$ cat src/rtl/dla_cdc_handshake_responder_if.sv
`default_nettype none
// ============================================================================
//  Module      : dla_cdc_handshake_responder_if
//  Description : Bundled-data request/acknowledge plus downstream valid/ready
//                signal group for the CDC handshake responder.
//  Revision    : 1.0 - initial release
// ============================================================================
interface dla_cdc_handshake_responder_if #(
    parameter int WIDTH = 32
);
    logic             i_req;
    logic [WIDTH-1:0] i_data;
    logic             o_ack;
    logic             o_valid;
    logic             i_ready;
    logic [WIDTH-1:0] o_data;
    logic             o_busy;

    // Responder side: receives the request and payload, drives ack and the stream.
    modport slave (
        input  i_req,
        input  i_data,
        input  i_ready,
        output o_ack,
        output o_valid,
        output o_data,
        output o_busy
    );

    // Sender plus downstream consumer side.
    modport master (
        output i_req,
        output i_data,
        output i_ready,
        input  o_ack,
        input  o_valid,
        input  o_data,
        input  o_busy
    );
endinterface
`default_nettype wire

$ cat src/rtl/dla_cdc_handshake_responder.sv
`default_nettype none
// ============================================================================
//  Module      : dla_cdc_handshake_responder
//  Description : Destination-side responder of a 4-phase bundled-data crossing;
//                synchronizes req, captures the payload, returns a flopped ack.
//  Revision    : 1.0 - initial release
// ============================================================================
module dla_cdc_handshake_responder #(
    parameter int WIDTH                = 32,
    parameter int METASTABILITY_STAGES = 3
) (
    input  wire logic                 clk,
    input  wire logic                 i_async_reset,
    dla_cdc_handshake_responder_if.slave bus
);

    // The state/ack flops act as the final resolution stage, so the request
    // path from i_req to o_ack is METASTABILITY_STAGES flops deep in total.
    localparam int c_CHAIN_LEN = METASTABILITY_STAGES - 1;

    typedef enum logic [0:0] {
        ST_IDLE     = 1'b0,
        ST_ACK_HIGH = 1'b1
    } state_t;

    logic [c_CHAIN_LEN-1:0] r_req_chain;
    logic                   w_req_sync;

    state_t                 r_state;
    state_t                 w_state_next;
    logic                   r_ack;
    logic                   r_valid;
    logic [WIDTH-1:0]       r_data;
    logic                   r_busy;

    logic                   w_slot_free;
    logic                   w_capture;
    logic                   w_valid_next;

    generate
        if (c_CHAIN_LEN == 1) begin : g_chain_single
            always_ff @(posedge clk or posedge i_async_reset) begin
                if (i_async_reset) begin
                    r_req_chain <= '0;
                end else begin
                    r_req_chain <= bus.i_req;
                end
            end
        end else begin : g_chain_multi
            always_ff @(posedge clk or posedge i_async_reset) begin
                if (i_async_reset) begin
                    r_req_chain <= '0;
                end else begin
                    r_req_chain <= {r_req_chain[c_CHAIN_LEN-2:0], bus.i_req};
                end
            end
        end
    endgenerate

    // Only the final chain flop is visible to the rest of the design.
    assign w_req_sync = r_req_chain[c_CHAIN_LEN-1];

    always_comb begin
        w_slot_free  = !r_valid || bus.i_ready;
        w_capture    = (r_state == ST_IDLE) && w_req_sync && w_slot_free;
        w_state_next = r_state;
        case (r_state)
            ST_IDLE: begin
                if (w_capture) begin
                    w_state_next = ST_ACK_HIGH;
                end
            end
            ST_ACK_HIGH: begin
                if (!w_req_sync) begin
                    w_state_next = ST_IDLE;
                end
            end
        endcase
        // A capture on the same edge as an accept refills the slot.
        if (w_capture) begin
            w_valid_next = 1'b1;
        end else if (r_valid && bus.i_ready) begin
            w_valid_next = 1'b0;
        end else begin
            w_valid_next = r_valid;
        end
    end

    always_ff @(posedge clk or posedge i_async_reset) begin
        if (i_async_reset) begin
            r_state <= ST_IDLE;
            r_ack   <= 1'b0;
            r_valid <= 1'b0;
            r_data  <= '0;
            r_busy  <= 1'b0;
        end else begin
            r_state <= w_state_next;
            r_ack   <= (w_state_next == ST_ACK_HIGH);
            r_valid <= w_valid_next;
            r_busy  <= (w_state_next != ST_IDLE) || w_valid_next;
            if (w_capture) begin
                r_data <= bus.i_data;
            end
        end
    end

    assign bus.o_ack   = r_ack;
    assign bus.o_valid = r_valid;
    assign bus.o_data  = r_data;
    assign bus.o_busy  = r_busy;

endmodule
`default_nettype wire

$ cat src/flat_wrapper.sv
// flat-port wrapper written by rule: the top's interface ports become plain ports
module dla_cdc_handshake_responder_flat 
#(
    parameter int WIDTH                = 32,
    parameter int METASTABILITY_STAGES = 3
)
  (clk, i_async_reset, bus_i_req, bus_i_data, bus_i_ready, bus_o_ack, bus_o_valid, bus_o_data, bus_o_busy);
  dla_cdc_handshake_responder_if #(.WIDTH(WIDTH)) bus_i ();
  input  wire logic clk;
  input  wire logic i_async_reset;
  input wire logic [$bits(bus_i.i_req)-1:0] bus_i_req;
  input wire logic [$bits(bus_i.i_data)-1:0] bus_i_data;
  input wire logic [$bits(bus_i.i_ready)-1:0] bus_i_ready;
  output wire logic [$bits(bus_i.o_ack)-1:0] bus_o_ack;
  output wire logic [$bits(bus_i.o_valid)-1:0] bus_o_valid;
  output wire logic [$bits(bus_i.o_data)-1:0] bus_o_data;
  output wire logic [$bits(bus_i.o_busy)-1:0] bus_o_busy;
  assign bus_i.i_req = bus_i_req;
  assign bus_i.i_data = bus_i_data;
  assign bus_i.i_ready = bus_i_ready;
  assign bus_o_ack = bus_i.o_ack;
  assign bus_o_valid = bus_i.o_valid;
  assign bus_o_data = bus_i.o_data;
  assign bus_o_busy = bus_i.o_busy;
  dla_cdc_handshake_responder #(.WIDTH(WIDTH), .METASTABILITY_STAGES(METASTABILITY_STAGES)) u_core (.clk(clk), .i_async_reset(i_async_reset), .bus(bus_i));
endmodule
$ cat config.mk
export PLATFORM = sky130hd
export DESIGN_NAME = dla_cdc_handshake_responder_flat
export DESIGN_NICKNAME = d
export VERILOG_FILES = /design/src/rtl/dla_cdc_handshake_responder_if.sv /design/src/rtl/dla_cdc_handshake_responder.sv /design/src/flat_wrapper.sv
export SDC_FILE = /design/constraint.sdc
export NUM_CORES = 1
export LEC_CHECK = 0
export ABC_AREA = 0
export ABC_CLOCK_PERIOD_IN_PS = 3500
export BUFFER_PORTS_ARGS = -buffer_cell sky130_fd_sc_hd__buf_2
export CELL_PAD_IN_SITES_DETAIL_PLACEMENT = 1
export CELL_PAD_IN_SITES_GLOBAL_PLACEMENT = 2
export CORE_AREA = 5 5 74 76
export DETAILED_ROUTE_END_ITERATION = 7
export DIE_AREA = 0 0 79 81
export PLACE_DENSITY = 0.85
export REMOVE_ABC_BUFFERS = 1
export SYNTH_ARGS = -nofsm -noshare
export SYNTH_HDL_FRONTEND = slang
export SYNTH_SLANG_ARGS = --single-unit
$ cat constraint.sdc
create_clock -name clk -period 3.5 [get_ports clk]
set_input_delay 0.525 -clock clk [delete_from_list [all_inputs] [get_ports clk]]
set_output_delay 0.525 -clock clk [all_outputs]
set_load 0.02 [all_outputs]
# Word level (Yosys, flattened, before mapping)
# Cells that the tools add are included.
[totals]
mem_bits_rw = 0
mem_count = 0
out_inout_bits = 35
word_cells = 17
rom_bits = 0
input_bits = 36
latchBits = 0
regBits = 37
[op_classes]
div_mod_pow = 0
shifts = 0
n_bitwise = 1
order_cmp = 0
n_reduce_logical = 6
multipliers = 0
n_mux = 5
eq_ne = 0
n_addsub = 0
[op_table]
columns = ["cell", "count"]
rows = [
  ["2-to-1 mux 1 bit", 4],
  ["logical AND 1 bit", 3],
  ["logical OR 1 bit", 2],
  ["one-hot mux 1 bit (2 select lines)", 1],
  ["logical NOT 1 bit", 1],
  ["NOT 1 bit", 1],
]

# Depth between registers and ports, before layout
# Gate-level depths: netlist of the first run.
[depth]
depth_word = 6
mapped_depth = 4
depth_no_buf = 3

# Worst setup path after synthesis of the first run
# Ideal clock, no wire load.
[synth_timing]
path_type = "input -> register"
start = "input bus_i_ready"
end = "register u_core.r_data[0], in the netlist u_core.bus.o_data[0]"
n_path_buf = 1
slack_ns = 1.933
path_stages = 4
arrival_ns = 1.442
path_cell_list = "nand2b_2 nor3b_4 buf_6 mux2_2"
[synth_via]
elab_chain_cells = 2
[synth_rtl]
columns = ["item", "line", "rtl"]
rows = [
  ["start: declaration", "flat_wrapper.sv:13", "input wire logic [$bits(bus_i.i_ready)-1:0] bus_i_ready;"],
  ["logical OR 1 bit", "dla_cdc_handshake_responder.sv:64", "w_slot_free = !r_valid || bus.i_ready;"],
  ["logical AND 1 bit", "dla_cdc_handshake_responder.sv:65", "w_capture = (r_state == ST_IDLE) && w_req_sync && w_slot_free;"],
  ["end signal: assignment", "dla_cdc_handshake_responder.sv:102", "r_data <= bus.i_data;"],
  ["end: declaration", "dla_cdc_handshake_responder.sv:33", "logic [WIDTH-1:0] r_data;"],
]
# Every way passes these cells.
# A chain may end at the register's enable or synchronous reset.

# Final worst setup path of the first run
[layout_timing]
start = "register u_core.r_valid, in the netlist u_core.bus.o_valid"
end = "register u_core.r_data[5], in the netlist u_core.bus.o_data[5]"
[layout_via]
elab_chain_cells = 3
[layout_rtl]
columns = ["item", "line", "rtl"]
rows = [
  ["start: declaration", "dla_cdc_handshake_responder.sv:32", "logic r_valid;"],
  ["start signal: assignment", "dla_cdc_handshake_responder.sv:99", "r_valid <= w_valid_next;"],
  ["logical NOT 1 bit", "dla_cdc_handshake_responder.sv:64", ""],
  ["logical OR 1 bit", "dla_cdc_handshake_responder.sv:64", ""],
  ["logical AND 1 bit", "dla_cdc_handshake_responder.sv:65", ""],
]
# Every way passes these cells.

==> impl_metrics.csv, run 1 <==
group,metric,value,unit
routing,wl_per_cell,16.2,um
cells_and_area,syn2layout_area_growth,35.1,%
floorplanning,pin_count,71,
timing,rsz0062_at_grt,"no",
synth,ys_ff_latch,37,
floorplanning,num_rows,25,
cells_and_area,stdcell_area,0.00185,mm2
job,maxCapViolCount,0,
timing,post-route-period-util,45.4,%
timing,fin_crit,1.59,ns
timing,finalHoldViolCount,0,
power,ir_worst_vdd,171,uV
floorplanning,core,0.00466,mm2
timing,slew_headroom,69.7,%
floorplanning,die-area,0.00640,mm2
power,p_seq_share,48.0,%
clock_tree,insertion_delay,0.28,ns
clock_tree,root_buffer,"clkbuf_8",
global_routing,grt_util_all_layers,10.9,%
global_routing,grt_pass1_wl,5.23,mm
floorplanning,start_util,29.4,%
setup_path,cp-start-kind,"flip-flop",
power,clkPwrFrac,24.2,%
synth,synth.area.top_cells,"dfrtp_1 68%, mux2_2 26%, buf_6 2.5%, nor3b_4 1.4%, nand2b_2 0.64%",
setup_path,worstPathArrival,1.75,ns
clock_tree,ctsHoldBuffers,0,
routing,drt_iter0_drc,13,
power,power.switching,361,uW
place,pre_cts_ws,1.63,ns
cells_and_area,nets,192,
clock_tree,htreeDepth,2,
timing,fin_skew,0.00522,ns
timing,setup_slack,1.91,ns
global_routing,grt_overflow,0,
synth,syn_area,0.00137,mm2
place,dp_hpwl,2.72,mm
routing,antenna_left,0,
cells_and_area,drive_gt1_share,72.0,%
global_routing,grt_max_degree,38,
clock_tree,cts_buffer_depth,2,
setup_path,crit_fanout,32,
timing,worstMarginPinSlew,0.455,ns
power,powerDensity,615,mW/mm2
setup_path,cp-startpoint,"u_core.bus.o_valid",
setup_path,crit_type,"flip-flop to flip-flop",
timing,tns,0,ns
power,p_comb_share,27.8,%
place,gp_congestion,0.700,
routing,drc,0,
clock_tree,cts_buffers,5,
synth,syn_inst,80,
routing,drt_wl_total,3.41,mm
worst_hold_path,holdCritPathClass,"input port to async pin",
global_routing,grt_pass1_vias,1053,
timing,worst_hold_slack,0.340,ns
setup_path,cpLargestDelayFamily,"buffers and inverters",
power,switching_share,31.7,%
setup_path,end_kind,"flip-flop",
timing,setup_violations,0,
setup_path,crit_slowest_cell,"buf_4",
timing,fmax,629,MHz
setup_path,cp_num_buf_inv,1,
floorplanning,fp.dieH,81,um
timing,drv_slew,0,
routing,via_per_inst,4.54,
cells_and_area,antennaDiodeCount,0,
synth,yosysTopAreaCellShare,67.5,%
routing,num_vias,957,
synth,synth.avg_cell_area,17.1,um2
place,place_area,0.00177,mm2
place,port_buffers,70,
setup_path,worstPathRequired,3.66,ns
global_routing,antenna_found_initial,0,
cells_and_area,fillers,517,
synth,yosysTopAreaCell,"dfrtp_1",
power,p_leak,0.907,nW
synth,synth-seq-area-share,67.5,%
power,p_int,779,uW
clock_tree,cts_tree,"done",
synth,synth.distinct_cells,9,
setup_path,slowest_delay,0.40,ns
setup_path,crit_chain,"nand2b_2 > nor3b_4 > buf_4 > mux2_2",
outcome,status,"finished, final reports clean",
clock_tree,cts_sinks,37,
synth,synth_warnings,0,
routing,dr.pass1.iters,3,
setup_path,r2r_start,"u_core.bus.o_valid",
clock_tree,clk_pin_slew,0.07,ns
floorplanning,fp.dieW,79,um
clock_tree,cts_setup_buffers,0,
clock_tree,post_cts_resized,0,
-- kinds of logic (layout without fill, tap and decap cells) --
family	Yosys count	in the layout	synth area share (%)
DFF	37	37	67.5
AOI/OAI and AO/OA	1	1	0.365
buffers and inverters	5	82	3.01
and+or+nand+nor	5	5	2.83
muxes	32	32	26.3
-- final timing paths --
kind,end,slack [ns],depth (start not counted)
worst max register to register,u_core.bus.o_data[5],1.91,4
worst max-delay path,u_core.bus.o_data[5],1.91,4
min in group clk,u_core.r_req_chain[0],0.36,1
worst min register to register,u_core.r_req_chain[1],0.36,0
max in group asynchronous,u_core.r_req_chain[0],2.84,3
worst min-delay path,u_core.bus.o_data[13],0.34,3
-- per-stage QoR --
step / power (mW) / instances / utilization, %
CTS: 1.16 / 211 / 39.8
finish: 1.14 / 211 / 39.8
global placement: 0.859 / 203 / 38.0
floorplan: 0.744 / 77 / -
detailed placement: 0.881 / 203 / 38.0
global route: 1.21 / 211 / 39.8
-- cells in the final DEF, fill, tap and decap left out --
cell,n
buf_2,70
dfrtp_1,37
mux2_2,32
clkbuf_8,5
inv_1,2
nor2_1,2
clkinv_2,2
buf_4,2
nand2b_2,1
nor3b_4,1
o21ai_0,1
nand2_1,1
clkbuf_1,1
-- worst register-to-register path, cell delays in order, from the launching register on --
cell	delay [ns]
dfrtp_1	0.39
nand2b_2	0.11
nor3b_4	0.18
buf_4	0.40
mux2_2	0.40
-- power groups by stage --
stage	Clock, mW	Sequential, mW	Combinational [mW]
2_1_floorplan	0	0.653	0.0918
5_1_grt	0.314	0.557	0.339
6_report	0.276	0.548	0.316
3_3_place_gp	0	0.550	0.310
3_5_place_dp	0	0.557	0.324
4_1_cts	0.292	0.549	0.324
-- layout make-up --
| class | count | area (um2) | share of cell area [%] |
|---|---|---|---|
| clock inverter | 2 | 10.0 | 0.540 |
| tap | 54 | 67.6 | 3.65 |
| inverter | 2 | 7.51 | 0.405 |
| sequential | 37 | 926 | 50.0 |
| multi-input combinational | 38 | 404 | 21.8 |
| timing repair buffer | 72 | 365 | 19.7 |
| clock buffer | 6 | 72.6 | 3.92 |
-- cells in the mapped netlist --
| cell type | n |
|---|---|
| dfrtp_1 | 37 |
| nand2b_2 | 1 |
| buf_6 | 3 |
| inv_1 | 2 |
| o21ai_0 | 1 |
| nand2_1 | 1 |
| nor3b_4 | 1 |
| mux2_2 | 32 |
| nor2_1 | 2 |
-- state kept, by name (all words and copies together) (netlist names) --
signal and count:
u_core.r_state 1, u_core.bus.o_busy 1, u_core.bus.o_data 32, u_core.bus.o_valid 1, u_core.r_req_chain 2
-- metal layers --
layer	vias up	global-route usage [%]	share of wire (%)
li1	423	-	-
met1	467	11.2	37
met2	56	19.1	49
met3	11	4.32	12
met4	0	5.67	2.1
met5	-	0	0
No activity file was read; power rests on OpenSTA's default activity.
==> run 2, diff against run 1 <==
--- a/config.mk
+++ b/config.mk
@@ -6,14 +6,14 @@
 export NUM_CORES = 1
 export LEC_CHECK = 0
 export ABC_AREA = 0
-export ABC_CLOCK_PERIOD_IN_PS = 3500
+export ABC_CLOCK_PERIOD_IN_PS = 1400
 export BUFFER_PORTS_ARGS = -buffer_cell sky130_fd_sc_hd__buf_2
 export CELL_PAD_IN_SITES_DETAIL_PLACEMENT = 1
 export CELL_PAD_IN_SITES_GLOBAL_PLACEMENT = 2
-export CORE_AREA = 5 5 74 76
+export CORE_AREA = 5 5 81 83
 export DETAILED_ROUTE_END_ITERATION = 7
-export DIE_AREA = 0 0 79 81
-export PLACE_DENSITY = 0.85
+export DIE_AREA = 0 0 86 88
+export PLACE_DENSITY = 0.76
 export REMOVE_ABC_BUFFERS = 1
 export SYNTH_ARGS = -nofsm -noshare
 export SYNTH_HDL_FRONTEND = slang
==> constraint.sdc (replaced) <==
create_clock -name clk -period 1.4 [get_ports clk]
set_input_delay 0.21 -clock clk [delete_from_list [all_inputs] [get_ports clk]]
set_output_delay 0.21 -clock clk [all_outputs]
set_load 0.02 [all_outputs]
==> run 2 against run 1 <==
The run now ends with negative setup slack left; global-route usage down 1.8 points; total power rose to 2.7 times the previous value; sequential share of layout area down 6.5 points; count of clock-buffer cells in the layout up 2; clock skew down 0.00064 ns; largest power group unchanged; non-clock buffer count up 8; critical path depth up 1; first-iteration DRC count up 15%; sequential power rose to 2.5 times the previous value.
==> impl_metrics.csv, run 2 (synthesis gave the netlist of run 1 again) <==
group,metric,value,unit
clock_tree,cts_tree,"done",
power,p_leak,1.09,nW
cells_and_area,instances_no_fill,240,
power,finalPower,3.05,mW
timing,setup_violations,32,
setup_path,crit_type,"flip-flop to flip-flop",
timing,slew_headroom,68.2,%
clock_tree,cts_buffer_depth,2,
outcome,violations,"negative setup slack",
clock_tree,cts_sinks,37,
clock_tree,insertion_delay,0.28,ns
routing,via_per_inst,4.06,
floorplanning,start_util,23.7,%
cells_and_area,drive_gt1_share,72.1,%
routing,drt_wl_total,3.53,mm
timing,drv_slew,0,
floorplanning,die-area,0.00757,mm2
timing,fin_skew,0.00458,ns
setup_path,worstPathArrival,1.61,ns
routing,drc,0,
timing,finalHoldViolCount,0,
place,place_area,0.00184,mm2
timing,fmax,693,MHz
timing,setup_slack,-0.0429,ns
setup_path,crit_fanout,7,
routing,wl_per_cell,14.7,um
place,dp_hpwl,2.35,mm
floorplanning,pin_count,71,
setup_path,worstPathRequired,1.57,ns
clock_tree,ctsHoldBuffers,0,
global_routing,grt_util_all_layers,9.10,%
place,place_inst,227,
routing,antenna_left,0,
cells_and_area,final_util,36.8,%
setup_path,slowest_delay,0.41,ns
outcome,status,"complete, but fails checks",
cells_and_area,final_cell_mix,"70 x buf_2, 37 x dfrtp_1, 32 x mux2_4",
floorplanning,fp.dieH,88,um
setup_path,cp-start-kind,"flip-flop",
routing,num_vias,974,
timing,rsz0062_at_grt,"yes",
floorplanning,fp.dieW,86,um
cells_and_area,antennaDiodeCount,0,
timing,post-route-period-util,103,%
global_routing,grt_pass1_vias,1082,
job,maxCapViolCount,0,
timing,worstMarginPinSlew,0.476,ns
worst_hold_path,holdCritPathClass,"input port to async pin",
place,pre_cts_ws,-0.0512,ns
global_routing,antenna_found_initial,0,
global_routing,grt_pass1_wl,5.37,mm
setup_path,crit_slowest_cell,"dfrtp_1",
power,ir_worst_vdd,637,uV
clock_tree,htreeDepth,2,
cells_and_area,stdcell_area,0.00213,mm2
cells_and_area,largest_reg_flops,32,
clock_tree,clk_pin_slew,0.07,ns
timing,worst_hold_slack,0.0295,ns
timing,tns,-0.754,ns
routing,drt_iter0_drc,15,
setup_path,crit_chain,"nand2b_4 > nor3b_4 > buf_6 > clkbuf_16 > mux2_4",
cells_and_area,nets,200,
clock_tree,root_buffer,"clkbuf_8",
routing,dr.pass1.iters,3,
global_routing,grt_overflow,0,
place,port_buffers,70,
timing,fin_crit,1.44,ns
setup_path,end_kind,"flip-flop",
cells_and_area,layout_commonest_cell,"buf_2",
cells_and_area,syn2layout_area_growth,55.2,%
clock_tree,cts_buffers,5,
power,powerDensity,1430,mW/mm2
global_routing,grt_max_degree,38,
place,gp_congestion,0.624,
floorplanning,num_rows,28,
floorplanning,core,0.00578,mm2
==> run 2: where the power goes <==
part / total [mW] / switching [mW] / internal [mW]
clock network: 0.703 / 0.349 / 0.354
logic: 0.972 / 0.482 / 0.490
registers: 1.37 / 0.103 / 1.27
total: 3.05 / 0.934 / 2.11
==> run 2: what timing repair did <==
item | CTS | global route
gates resized for setup | 13 | 22
gates cloned | 1 | 1
buffers inserted | 1 | 2
setup endpoints to repair | 32 | 32
==> run 2: final timing paths <==
| path | startpoint | endpoint | slack [ns] | depth (start not counted) |
|---|---|---|---|---|
| min reg2reg | u_core.r_req_chain[0] | u_core.r_req_chain[1] | 0.36 | 0 |
| min | i_async_reset | u_core.bus.o_data[22] | 0.03 | 3 |
| max | u_core.bus.o_valid | u_core.bus.o_data[23] | -0.04 | 5 |
| min in group clk | bus_i_req | u_core.r_req_chain[0] | 0.03 | 1 |
| max reg2reg | u_core.bus.o_valid | u_core.bus.o_data[23] | -0.04 | 5 |
| max in group asynchronous | i_async_reset | u_core.bus.o_data[27] | 1.03 | 3 |
==> run 2: layout make-up <==
class                   instances  area [um2]
multi-input cells              38         529
clock buffers                   8        80.1
repair buffers                 80         492
inverters                       2        7.51
fillers                       655        3650
flip-flops and latches         37         926
well taps                      75        93.8
==> run 2: per-layer routing <==
layer | vias to the layer above | track usage [%] | share of wire (%)
li1 | 438 | - | -
met1 | 482 | 11.8 | 47
met2 | 45 | 14.1 | 43
met3 | 9 | 3.10 | 8.7
met4 | 0 | 3.45 | 1.2
met5 | - | 0 | 0
==> run 2: critical path, delay by kind of cell (launching register included) <==
kind	cells	cell delay, ns
flip-flops	1	0.41
AND/OR/NAND/NOR	2	0.27
multiplexers	1	0.30
buffers and inverters	2	0.36
==> run 3, diff against run 2 <==
--- a/config.mk
+++ b/config.mk
@@ -11,8 +11,10 @@
 export CELL_PAD_IN_SITES_DETAIL_PLACEMENT = 1
 export CELL_PAD_IN_SITES_GLOBAL_PLACEMENT = 2
 export CORE_AREA = 5 5 81 83
+export CTS_BUF_LIST = sky130_fd_sc_hd__clkbuf_8 sky130_fd_sc_hd__clkbuf_16
 export DETAILED_ROUTE_END_ITERATION = 7
 export DIE_AREA = 0 0 86 88
+export MAX_ROUTING_LAYER = met4
 export PLACE_DENSITY = 0.76
 export REMOVE_ABC_BUFFERS = 1
 export SYNTH_ARGS = -nofsm -noshare
==> run 3 against run 2 <==
The run still ends with negative setup slack left; maximum frequency shrank 0.52%; hold slack gained 0.0019 ns; register-to-register slack about the same; utilization decreased by 1.5 points; sequential power barely moved; critical path depth is the same; total power down 3.2%; clock power is 3.3% lower; highest routed layer unchanged.
==> impl_metrics.csv, run 3 (synthesis gave the netlist of run 1 again) <==
group,metric,value,unit
power,powerDensity,1450,mW/mm2
timing,fmax,689,MHz
setup_path,ff2ff_setup_slack,-0.05,ns
power,ir_worst_vdd,616,uV
place,gp_congestion,0.629,
global_routing,antenna_found_initial,0,
routing,wl_per_cell,14.2,um
clock_tree,ctsHoldBuffers,0,
clock_tree,cts_sinks,37,
timing,worstMarginPinSlew,0.485,ns
cells_and_area,syn2layout_area_growth,48.7,%
global_routing,grt_pass1_wl,5.38,mm
routing,drc,0,
cells_and_area,layout_commonest_cell,"buf_2",
setup_path,worstPathArrival,1.62,ns
floorplanning,core,0.00578,mm2
job,maxCapViolCount,0,
power,finalPower,2.95,mW
clock_tree,cts_tree,"done",
cells_and_area,final_util,35.3,%
floorplanning,start_util,23.7,%
floorplanning,fp.dieH,88,um
timing,post-route-period-util,104,%
setup_path,worstPathRequired,1.57,ns
global_routing,grt_overflow,0,
place,dp_hpwl,2.35,mm
timing,fin_crit,1.45,ns
floorplanning,fp.dieW,86,um
global_routing,grt_pass1_vias,1080,
clock_tree,insertion_delay,0.28,ns
clock_tree,clk_pin_slew,0.07,ns
global_routing,grt_max_degree,38,
timing,rsz0062_at_grt,"yes",
timing,drv_slew,0,
cells_and_area,antennaDiodeCount,0,
place,pre_cts_ws,-0.0512,ns
routing,via_per_inst,4.08,
timing,slew_headroom,67.7,%
cells_and_area,nets,197,
cells_and_area,drive_gt1_share,71.6,%
timing,setup_slack,-0.0504,ns
timing,worst_hold_slack,0.0314,ns
cells_and_area,fillers,660,
outcome,violations,"negative setup slack",
routing,dr.pass1.iters,2,
global_routing,grt_util_all_layers,9.45,%
clock_tree,cts_buffer_depth,2,
setup_path,crit_type,"flip-flop to flip-flop",
clock_tree,cts_buffers,5,
routing,num_vias,967,
place,port_buffers,70,
power,p_leak,1.03,nW
cells_and_area,final_cell_mix,"70 x buf_2, 37 x dfrtp_1, 19 x mux2_4",
worst_hold_path,holdCritPathClass,"input port to flip-flop",
outcome,status,"complete, but fails checks",
routing,drt_iter0_drc,14,
timing,setup_violations,32,
setup_path,crit_fanout,14,
timing,finalHoldViolCount,0,
clock_tree,htreeDepth,2,
routing,antenna_left,0,
clock_tree,root_buffer,"clkbuf_8",
timing,fin_skew,0.00268,ns
routing,drt_wl_total,3.36,mm
floorplanning,num_rows,28,
setup_path,cp-start-kind,"flip-flop",
setup_path,end_kind,"flip-flop",
floorplanning,die-area,0.00757,mm2
cells_and_area,largest_reg_flops,32,
floorplanning,pin_count,71,
-- run 3: changes by cell type in the layout (fill, tap and decap cells not counted), sizes merged --
cell / previous run / this run
inv: 2 / 5
buf: 79 / 77
clkbuf: 9 / 5
-- run 3: what timing repair did --
item | CTS | global route
setup endpoints to repair | 32 | 32
setup buffers | 1 | 0
gates resized for setup | 21 | 1
cloned | 1 | 0
-- run 3: power breakdown --
| group | internal (mW) | switching, mW | leakage, nW |
|---|---|---|---|
| Sequential | 1.27 | 0.0982 | 0.431 |
| Combinational | 0.432 | 0.469 | 0.547 |
| Clock | 0.332 | 0.349 | 0.0519 |
| Total | 2.03 | 0.916 | 1.03 |
-- run 3: worst paths after layout --
path,from,to,cells past startpoint
setup reg to reg,u_core.bus.o_valid,u_core.bus.o_data[17],5
hold / removal,bus_i_req,u_core.r_req_chain[0],1
min in group asynchronous,i_async_reset,u_core.bus.o_data[22],3
max in group asynchronous,i_async_reset,u_core.bus.o_data[27],3
hold reg to reg,u_core.r_req_chain[0],u_core.r_req_chain[1],0
setup / recovery,u_core.bus.o_valid,u_core.bus.o_data[17],5
-- run 3: layout make-up --
cell class,count,area [um2],share of cell area (%)
Inverter,2,7.51,0.368
Clock buffer,5,68.8,3.37
Multi-Input combinational cell,38,480,23.6
Timing Repair Buffer,77,452,22.1
Sequential cell,37,926,45.4
Tap cell,75,93.8,4.60
Clock inverter,3,11.3,0.552
-- run 3: metrics by stage --
step           cell area, um2  std cells  setup TNS, ns
6_report                 2040        237         -0.788
5_1_grt                  2040        237          -3.42
4_1_cts                  2040        237         -0.616
3_5_place_dp             1840        227         -0.973
3_3_place_gp             1840        227         -0.200
2_1_floorplan            1340         77         -19.12
-- run 3: critical path, cell delays in order (launching register included) --
cell and delay [ns]:
dfrtp_1 0.41, nand2b_4 0.09, nor3b_4 0.18, buf_6 0.16, buf_12 0.15, mux2_2 0.33
-- run 3: per-layer routing --
layer,up-vias,track usage (%),part of all wire [%]
li1,436,-,-
met1,477,12.1,46
met2,45,14.1,45
met3,9,2.92,8.5
met4,0,3.45,1.3
met5,-,-,0
